**src/rtl/uart_pkg.sv**
```systemverilog
// Shared UART definitions: FSM state encoding, parity-mode names and frame timing helper.
package uart_pkg;

  typedef enum logic [2:0] {
    StIdle,
    StStart,
    StData,
    StParity,
    StStop,
    StBreak
  } uart_tx_st_e;

  localparam string ParOdd  = "ODD";
  localparam string ParEven = "EVEN";
  localparam string ParNone = "NONE";

  // Clocks occupied by one complete frame on the line.
  function automatic int unsigned frame_clks(input int unsigned data_w,
                                             input bit          has_par,
                                             input int unsigned stop_bits,
                                             input int unsigned cpb);
    return (1 + data_w + (has_par ? 1 : 0) + stop_bits) * cpb;
  endfunction

endpackage

```
**src/rtl/uart_baud_tick.sv**
```systemverilog
// Bit-period counter: counts 0..CLKS_PER_BIT-1 and flags the last clock of each serial bit.
module uart_baud_tick #(
  parameter int unsigned CLKS_PER_BIT = 16
) (
  input  logic clk_i,
  input  logic rst_ni,
  input  logic clr_i,
  output logic bit_end_o
);

  localparam int unsigned CntW = (CLKS_PER_BIT > 1) ? $clog2(CLKS_PER_BIT) : 1;
  localparam logic [CntW-1:0] CntMax = CntW'(CLKS_PER_BIT - 1);

  logic [CntW-1:0] cnt_q, cnt_d;

  assign bit_end_o = !clr_i && (cnt_q == CntMax);

  // Next count: held at zero while cleared, wraps at the end of each bit.
  always_comb begin
    cnt_d = cnt_q + 1'b1;
    if (clr_i || (cnt_q == CntMax)) begin
      cnt_d = '0;
    end
  end

  // Count register.
  always_ff @(posedge clk_i or negedge rst_ni) begin
    if (!rst_ni) begin
      cnt_q <= '0;
    end else begin
      cnt_q <= cnt_d;
    end
  end

endmodule

```
**src/rtl/uart_tx_frame.sv**
```systemverilog
// UART frame transmitter: start / DATA_W data bits LSB first / optional parity / stop bits.
// Define UART_TX_BREAK_EN to add the tx_break_i port and the line-break state.
module uart_tx_frame
  import uart_pkg::*;
#(
  parameter int unsigned DATA_W       = 8,
  parameter string       PARITY       = "ODD",
  parameter int unsigned STOP_BIT     = 1,
  parameter int unsigned CLKS_PER_BIT = 16
) (
  input  logic              clk_i,
  input  logic              rst_ni,
  input  logic              tx_rdy_i,
  input  logic [DATA_W-1:0] tx_data_i,
`ifdef UART_TX_BREAK_EN
  input  logic              tx_break_i,
`endif
  output logic              tx_ack_o,
  output logic              tx_busy_o,
  output logic              tx_o
);

  localparam bit          HasPar = (PARITY != ParNone);
  localparam int unsigned BitW   = $clog2(DATA_W);

  if (!(PARITY == ParOdd || PARITY == ParEven || PARITY == ParNone)) begin : g_bad_parity
    $error("uart_tx_frame: PARITY must be ODD, EVEN or NONE");
  end
  if (!(STOP_BIT == 1 || STOP_BIT == 2)) begin : g_bad_stop
    $error("uart_tx_frame: STOP_BIT must be 1 or 2");
  end

  function automatic logic calc_par(input logic [DATA_W-1:0] w);
    return (PARITY == ParOdd) ? ~^w : ^w;
  endfunction

  uart_tx_st_e       state_q, state_d;
  logic              tx_q, tx_d;
  logic              ack_q, ack_d;
  logic              busy_q, busy_d;
  logic              par_q, par_d;
  logic [DATA_W-1:0] shift_q, shift_d;
  logic [BitW-1:0]   bit_cnt_q, bit_cnt_d;
  logic              load;
  logic              brk_req;
  logic              baud_clr;
  logic              bit_end;

`ifdef UART_TX_BREAK_EN
  logic brk_rec_q, brk_rec_d;  // break released, timing the trailing stop bit
  assign brk_req = tx_break_i;
`else
  assign brk_req = 1'b0;
`endif

  uart_baud_tick #(
    .CLKS_PER_BIT(CLKS_PER_BIT)
  ) u_baud (
    .clk_i    (clk_i),
    .rst_ni   (rst_ni),
    .clr_i    (baud_clr),
    .bit_end_o(bit_end)
  );

  // Next-state, datapath and registered-output logic.
  always_comb begin
    state_d   = state_q;
    tx_d      = tx_q;
    ack_d     = 1'b0;
    par_d     = par_q;
    shift_d   = shift_q;
    bit_cnt_d = bit_cnt_q;
    load      = 1'b0;
    baud_clr  = (state_q == StIdle);
`ifdef UART_TX_BREAK_EN
    brk_rec_d = brk_rec_q;
    if (state_q == StBreak && !brk_rec_q) begin
      baud_clr = 1'b1;
    end
`endif
    case (state_q)
      StIdle: begin
        tx_d = 1'b1;
        if (brk_req) begin
          tx_d    = 1'b0;
          state_d = StBreak;
        end else if (tx_rdy_i) begin
          load = 1'b1;
        end
      end
      StStart: begin
        if (bit_end) begin
          tx_d      = shift_q[0];
          shift_d   = {1'b0, shift_q[DATA_W-1:1]};
          bit_cnt_d = '0;
          state_d   = StData;
        end
      end
      StData: begin
        if (bit_end) begin
          if (bit_cnt_q == BitW'(DATA_W - 1)) begin
            bit_cnt_d = '0;
            if (HasPar) begin
              tx_d    = par_q;
              state_d = StParity;
            end else begin
              tx_d    = 1'b1;
              state_d = StStop;
            end
          end else begin
            tx_d      = shift_q[0];
            shift_d   = {1'b0, shift_q[DATA_W-1:1]};
            bit_cnt_d = bit_cnt_q + 1'b1;
          end
        end
      end
      StParity: begin
        if (bit_end) begin
          tx_d      = 1'b1;
          bit_cnt_d = '0;
          state_d   = StStop;
        end
      end
      StStop: begin
        if (bit_end) begin
          if (bit_cnt_q == BitW'(STOP_BIT - 1)) begin
            // Back-to-back frame when the producer already has the next word.
            if (tx_rdy_i) begin
              load = 1'b1;
            end else begin
              state_d = StIdle;
            end
          end else begin
            bit_cnt_d = bit_cnt_q + 1'b1;
          end
        end
      end
`ifdef UART_TX_BREAK_EN
      StBreak: begin
        if (!brk_rec_q) begin
          if (!tx_break_i) begin
            tx_d      = 1'b1;
            brk_rec_d = 1'b1;
          end
        end else if (bit_end) begin
          brk_rec_d = 1'b0;
          state_d   = StIdle;
        end
      end
`endif
      default: begin
        tx_d    = 1'b1;
        state_d = StIdle;
      end
    endcase
    if (load) begin
      shift_d = tx_data_i;
      par_d   = calc_par(tx_data_i);
      ack_d   = 1'b1;
      tx_d    = 1'b0;
      state_d = StStart;
    end
    busy_d = (state_d != StIdle);
  end

  // State and output registers; reset returns the line to idle high.
  always_ff @(posedge clk_i or negedge rst_ni) begin
    if (!rst_ni) begin
      state_q   <= StIdle;
      tx_q      <= 1'b1;
      ack_q     <= 1'b0;
      busy_q    <= 1'b0;
      par_q     <= 1'b0;
      shift_q   <= '0;
      bit_cnt_q <= '0;
    end else begin
      state_q   <= state_d;
      tx_q      <= tx_d;
      ack_q     <= ack_d;
      busy_q    <= busy_d;
      par_q     <= par_d;
      shift_q   <= shift_d;
      bit_cnt_q <= bit_cnt_d;
    end
  end

`ifdef UART_TX_BREAK_EN
  // Break-recovery flag.
  always_ff @(posedge clk_i or negedge rst_ni) begin
    if (!rst_ni) begin
      brk_rec_q <= 1'b0;
    end else begin
      brk_rec_q <= brk_rec_d;
    end
  end
`endif

  assign tx_o      = tx_q;
  assign tx_ack_o  = ack_q;
  assign tx_busy_o = busy_q;

endmodule

```
**config.mk**
```make
export PLATFORM = sky130hd
export DESIGN_NAME = uart_tx_frame
export DESIGN_NICKNAME = d
export VERILOG_FILES = /design/src/rtl/uart_pkg.sv /design/src/rtl/uart_baud_tick.sv /design/src/rtl/uart_tx_frame.sv
export SDC_FILE = /design/constraint.sdc
export NUM_CORES = 1
export LEC_CHECK = 0
export CORE_MARGIN = 2
export CORE_UTILIZATION = 46
export CTS_CLUSTER_SIZE = 14
export DETAILED_ROUTE_END_ITERATION = 7
export PLACE_DENSITY = 0.76
export SLEW_MARGIN = 10
export SYNTH_ARGS = -nofsm -noshare
export SYNTH_HDL_FRONTEND = slang
export SYNTH_SLANG_ARGS = --single-unit
```
**constraint.sdc**
```tcl
create_clock -name clk_i -period 2 [get_ports clk_i]
set_input_delay 0.2 -clock clk_i [delete_from_list [all_inputs] [get_ports clk_i]]
set_output_delay 0.2 -clock clk_i [all_outputs]
set_load 0.05 [all_outputs]
```
==> flow_metrics.py, run 1 <==
metrics = {
    "synth": {
        "yosysSeqAreaShare": 0.4482,
        "ys_types": 31,
        "syn_avg_cell_area_um2": 10.09,
        "synth-edff-count": 0,
        "synth_area_leader_cell": "dfrtp_1",
        "yosysTopAreaCellShare": 0.4268,
        "synthesis.nets": 137,
        "syn-cell-area_um2": 1231,
        "yosys_warnings": 0,
        "async_reset_ff_frac": 1.000,
        "synth_flop_cell": "dfrtp_1",
        "yosys-top-cells-area": "dfrtp_1 43%, mux2i_1 8.9%, xnor2_1 5.0%",
        "synth_cells": 122,
        "synth-seq-cells": 22,
    },
    "die": {
        "die_x_um": 55.74,
        "die-area_um2": 3106,
        "coreArea_um2": 2500,
        "io_pins": 14,
        "die_h_um": 55.74,
        "initial_core_util": 0.4925,
        "rows": 18,
    },
    "clocking": {
        "post_cts_buffers": 0,
        "holdBufCountCts": 0,
        "cts_made_buffers": 3,
        "path_clk_slew_ns": 0.12,
        "cts_tree": "done",
        "clock_path_buffers": 2,
        "cts_root_buffer": "clkbuf_4",
        "numClockSinks": 22,
        "clock_latency_ns": 0.30,
        "ctsHtreeMaxLevel": 1,
    },
    "global_routing": {
        "grt_max_degree": 20,
        "overflow": 0,
        "antenna_found_initial": 0,
        "grt_pass1_vias": 912,
        "grt_usage": 0.1522,
        "grt_first_pass_wirelength_um": 3850,
    },
    "power": {
        "intPower_mw": 1.080,
        "p_clk_frac": 0.202,
        "powerDensity_nw_per_um2": 1130,
        "finalPower_mw": 1.655,
        "pwr-share-comb": 0.368,
        "irDropWorstVdd_mv": 0.6313,
        "p_sw_frac": 0.3477,
        "switching_power_uw": 575.6,
        "p_seq_frac": 0.430,
        "p_leak_nw": 0.6494,
    },
    "timing": {
        "setup_tns_ns": 0,
        "finalHoldViolations": 0,
        "period_minus_slack_ns": 1.975,
        "whs_ns": 0.1443,
        "max_slew.worst_pin.slew_ns": 0.4940,
        "max_slew_margin": 0.6696,
        "fmax_mhz": 506.4,
        "drv_slew": 0,
        "period_share": 0.9873,
        "setup_viol": 0,
        "clock_skew_ns": 0.002606,
        "setup_slack_ns": 0.02539,
    },
    "cells_and_area": {
        "antenna_cells": 0,
        "final_area_um2": 1465,
        "register_area_um2": 551.8,
        "layout_common_cells": "21 x dfrtp_1, 15 x nor2_1, 13 x clkdlybuf4s50_1, 11 x a21oi_1, 11 x mux2i_1",
        "multiInputGateArea_um2": 629.4,
        "post-route-util": 0.5861,
        "fillerInstances": 220,
        "instances_no_fill": 169,
        "final_common_cell": "dfrtp_1",
        "flow.area_growth_from_synthesis_pct": 19.00,
        "layout.nets": 155,
        "layout-drive-gt1-share": 0.1439,
    },
    "critical_path": {
        "end_kind": "register",
        "crit_type": "reg -> reg",
        "crit_chain": "ha_2, ha_2, or3b_1, a211o_4, mux2i_1, a21oi_1",
        "r2r_start": "bit_cnt_q[0]",
        "slowest_stage": "dfrtp_1",
        "start_kind": "register",
        "r2r-end": "shift_q[6]",
        "slowest_delay_ns": 0.41,
        "crit_arrival_ns": 2.16,
        "worstPathRequired_ns": 2.19,
        "reg2reg_slack_ns": 0.03,
        "cpMostUsedCell": "ha_2",
        "crit_fanout": 8,
        "reg2reg_depth": 6,
        "worstSetupStartpoint": "bit_cnt_q[0]",
        "crit_end": "shift_q[6]",
    },
    "detailed_routing": {
        "met2_length_um": 1156,
        "drtAntennaViolNets": 0,
        "dr.pass1.iters": 4,
        "finalWirelength_um": 2179,
        "m1WireLength_um": 955,
        "routedWlPerCell_um": 12.89,
        "highest_layer": "met3",
        "routed-wl-met3_um": 66,
        "drt-initial-drc-count": 15,
        "drc": 0,
        "via_per_inst": 5.473,
        "route.vias.total": 925,
    },
    "worst_hold_path": {
        "min_path_type": "in -> async",
    },
    "place": {
        "gp_congestion": 0.7784,
        "placed_area_um2": 1399,
        "dpl.cell_count": 165,
        "io_buffers": 13,
        "hpwl_um": 1696,
        "pre_cts_slack_ns": 0.02746,
    },
    "run_status": {
        "status": "finished clean",
    },
    "run": {
        "drv_cap": 0,
    },
}
[registers in the layout (all words and copies together) (netlist names)]
register      count
u_baud.cnt_q      4
par_q             1
tx_ack_o          1
shift_q           8
tx_busy_o         1
bit_cnt_q         3
tx_o              1
state_q           3
[worst min-delay path by stage]
stage	startpoint	end	cells after the start
CTS	rst_ni	shift_q[3]	1
global placement	u_baud.cnt_q[0]	u_baud.cnt_q[0]	1
global route	rst_ni	tx_busy_o	1
detailed placement	u_baud.cnt_q[0]	u_baud.cnt_q[0]	1
finish	rst_ni	shift_q[4]	1
floorplan	rst_ni	bit_cnt_q[0]	0
[critical path, delay by kind of cell (launching register included)]
kind	cells	cell delay (ns)
compound gates	2	0.50
fa+ha+maj	2	0.36
flops	1	0.41
mux	1	0.20
simple gates	1	0.40
[cell families (layout without fill, tap and decap cells)]
group / Yosys count / count (layout) / share of synthesized area
muxes: 11 / 11 / 0.08943
DFF: 22 / 22 / 0.4482
xor gates and xnor gates: 10 / 10 / 0.07114
AOI/OAI and AO/OA: 24 / 24 / 0.1219
and+or+nand+nor: 39 / 39 / 0.1768
adders and majority gates: 4 / 4 / 0.04065
buffers and inverters: 12 / 29 / 0.05183
[area by class of cell]
type / count / area share
inverter: 7 / 0.01793
multi-input combinational: 88 / 0.4295
sequential: 22 / 0.3766
clock buffer: 3 / 0.01537
clock inverter: 1 / 0.02050
tap: 30 / 0.02562
timing repair buffer: 18 / 0.1144
[power by group through the flow]
stage	registers, mW	clock network [mW]	logic, mW
2_1_floorplan	0.750	0	0.407
4_1_cts	0.712	0.337	0.610
6_report	0.712	0.334	0.609
3_5_place_dp	0.721	0	0.609
3_3_place_gp	0.712	0	0.586
5_1_grt	0.736	0.358	0.694
[metal layers]
metal	vias up	global-route usage
met1	456	0.1879
met4	0	0.02439
met5	-	0
li1	455	-
met3	0	0.03256
met2	14	0.2755
[timing repair]
action / in CTS / in global routing
gates resized for setup: 1 / 3
pin swaps: 0 / 5
setup endpoints to repair: 1 / 5
[cells in the mapped netlist (all sizes together), types with 3 or more instances]
cell type,instances
buf,5
a21oi,11
o21ai,7
xor2,3
nor2b,3
nand2,5
nand3,4
inv,7
ha,4
mux2i,11
nor2,15
dfrtp,21
nand2b,3
xnor2,7
No activity file was read; power rests on OpenSTA's default activity.
==> run 2: changes to the inputs <==
--- a/config.mk
+++ b/config.mk
@@ -5,6 +5,7 @@
 export SDC_FILE = /design/constraint.sdc
 export NUM_CORES = 1
 export LEC_CHECK = 0
+export CAP_MARGIN = 20
 export CORE_MARGIN = 2
 export CORE_UTILIZATION = 46
 export CTS_CLUSTER_SIZE = 14
==> results of run 2 <==
Same layout as run 1: the final DEF is identical, and so are final timing and power.
==> run 3: changes to the inputs <==
--- a/config.mk
+++ b/config.mk
@@ -10,7 +10,7 @@
 export CORE_UTILIZATION = 46
 export CTS_CLUSTER_SIZE = 14
 export DETAILED_ROUTE_END_ITERATION = 7
-export PLACE_DENSITY = 0.76
+export PLACE_DENSITY_LB_ADDON = 0.2
 export SLEW_MARGIN = 10
 export SYNTH_ARGS = -nofsm -noshare
 export SYNTH_HDL_FRONTEND = slang
==> constraint.sdc (replaced) <==
create_clock -name clk_i -period 2 [get_ports clk_i]
set_input_delay 0.4 -clock clk_i [delete_from_list [all_inputs] [get_ports clk_i]]
set_output_delay 0.4 -clock clk_i [all_outputs]
set_load 0.05 [all_outputs]
==> flow_metrics.py, run 3 (synthesis results as in run 1) <==
metrics = {
    "power": {
        "p_leak_nw": 0.6475,
        "powerDensity_nw_per_um2": 1124,
        "finalPower_mw": 1.674,
        "irDropWorstVdd_mv": 0.8372,
    },
    "critical_path": {
        "slowest_delay_ns": 0.41,
        "crit_end": "shift_q[6]",
        "worstSetupStartpoint": "bit_cnt_q[1]",
        "crit_fanout": 8,
        "reg2reg_depth": 6,
        "crit_type": "reg -> reg",
        "worst-path-buf-inv": 0,
        "reg2reg_slack_ns": 0.06,
        "crit_arrival_ns": 2.14,
        "slowest_stage": "a211o_4",
        "cp_top_family": "compound AO/OA/AOI/OAI gates",
        "crit_chain": "ha_2, ha_4, or3b_4, a211o_4, mux2i_2, a21oi_1",
        "start_kind": "register",
        "r2r-end": "shift_q[6]",
        "worstPathRequired_ns": 2.20,
        "crit_cells": 6,
        "r2r_start": "bit_cnt_q[1]",
        "end_kind": "register",
    },
    "timing": {
        "finalHoldViolations": 0,
        "period_share": 0.9713,
        "setup_viol": 0,
        "clock_skew_ns": 0.001539,
        "max_slew.worst_pin.slew_ns": 0.4896,
        "rsz0062_at_grt": "true",
        "drv_slew": 0,
        "period_minus_slack_ns": 1.943,
        "setup_slack_ns": 0.05743,
        "max_slew_margin": 0.6725,
        "fmax_mhz": 514.8,
    },
    "cells_and_area": {
        "post-route-util": 0.5961,
        "register_area_um2": 551.8,
        "final_common_cell": "dfrtp_1",
        "flow.area_growth_from_synthesis_pct": 21.04,
        "largest_reg_flops": 8,
        "layout_common_cells": "21 x dfrtp_1, 15 x nor2_1, 12 x clkdlybuf4s50_1, 11 x a21oi_1, 10 x mux2i_1",
        "fillerInstances": 206,
        "top_register": "shift_q",
        "layout.nets": 155,
        "multiInputGateArea_um2": 656.9,
        "layout-drive-gt1-share": 0.1799,
        "instances_no_fill": 169,
        "largestRegisters": "shift_q: 8 flops, u_baud.cnt_q: 4 flops",
        "antenna_cells": 0,
    },
    "detailed_routing": {
        "route.vias.total": 890,
        "m1WireLength_um": 999,
        "drtAntennaViolNets": 0,
        "routed-wl-met3_um": 86,
        "routedWlPerCell_um": 12.61,
        "drt-initial-drc-count": 9,
        "via_per_inst": 5.266,
        "met2_length_um": 1021,
        "finalWirelength_um": 2131,
        "dr.pass1.iters": 4,
        "drc": 0,
        "highest_layer": "met4",
    },
    "worst_hold_path": {
        "min_path_type": "in -> async",
    },
    "place": {
        "hpwl_um": 1636,
        "pre_cts_slack_ns": 0.04095,
        "dpl.cell_count": 165,
        "io_buffers": 13,
        "gp_congestion": 0.7661,
    },
    "clocking": {
        "clock_path_buffers": 2,
        "clock_latency_ns": 0.30,
        "ctsHtreeMaxLevel": 1,
        "numClockSinks": 22,
        "cts_tree": "done",
        "cts_made_buffers": 3,
        "path_clk_slew_ns": 0.12,
        "holdBufCountCts": 0,
        "cts_root_buffer": "clkbuf_4",
    },
    "global_routing": {
        "grt_max_degree": 20,
        "grt_usage": 0.1502,
        "overflow": 0,
        "grt_first_pass_wirelength_um": 3698,
        "grt_pass1_vias": 893,
        "antenna_found_initial": 0,
    },
    "die": {
        "die-area_um2": 3106,
        "die_x_um": 55.74,
        "initial_core_util": 0.4925,
        "coreArea_um2": 2500,
        "io_pins": 14,
        "rows": 18,
        "die_h_um": 55.74,
    },
    "run_status": {
        "status": "finished clean",
    },
    "run": {
        "drv_cap": 0,
    },
}
## run 3: repair_timing
item | 4_1_cts | 5_1_grt
endpoints found under the hold margin | 0 | 0
setup endpoints to repair | 0 | 8
resized for setup | 0 | 9
setup buffers | 0 | 0
## run 3: metrics by stage
stage	TNS, ns	instance area, um^2	hold WS, ns
global placement	0	1396	0.4411
detailed placement	0	1396	0.4537
CTS	0	1449	0.3482
finish	0	1490	0.3434
global route	-0.01350	1490	0.3393
floorplan	0	1231	0.1044
## run 3: metal layers
layer | up-vias | track usage
met2 | 17 | 0.2670
met3 | 4 | 0.04186
li1 | 454 | -
met5 | - | 0
met4 | 0 | 0.03136
met1 | 415 | 0.1806
## run 3: power breakdown
part | total, mW | internal, mW | switching [mW] | leakage (nW)
Sequential | 0.716 | 0.601 | 0.115 | 0.260
Clock | 0.337 | 0.202 | 0.135 | 0.0279
Combinational | 0.621 | 0.291 | 0.330 | 0.360
Total | 1.67 | 1.09 | 0.580 | 0.648
## run 3: how the worst min path moves through the flow
| stage | from | endpoint | slack (ns) | depth (start not counted) |
|---|---|---|---|---|
| after floorplan | rst_ni | bit_cnt_q[0] | 0.10 | 0 |
| after global placement | u_baud.cnt_q[0] | u_baud.cnt_q[0] | 0.44 | 1 |
| after detailed placement | u_baud.cnt_q[0] | u_baud.cnt_q[0] | 0.45 | 1 |
| after CTS | rst_ni | tx_ack_o | 0.35 | 1 |
| after global routing | rst_ni | tx_ack_o | 0.34 | 1 |
| final | rst_ni | u_baud.cnt_q[3] | 0.34 | 1 |
## run 3: area by class of cell
type / instances / share of cell area
Timing Repair Buffer: 18 / 0.1108
Sequential cell: 22 / 0.3703
Clock inverter: 1 / 0.02015
Clock buffer: 3 / 0.01511
Multi-Input combinational cell: 88 / 0.4408
Inverter: 7 / 0.01763
Tap cell: 30 / 0.02519
## run 3: worst register-to-register path, cell delays in order, from the launching register on
cell and delay (ns):
dfrtp_1 0.40, ha_2 0.20, ha_4 0.15, or3b_4 0.38
a211o_4 0.41, mux2i_2 0.21, a21oi_1 0.08
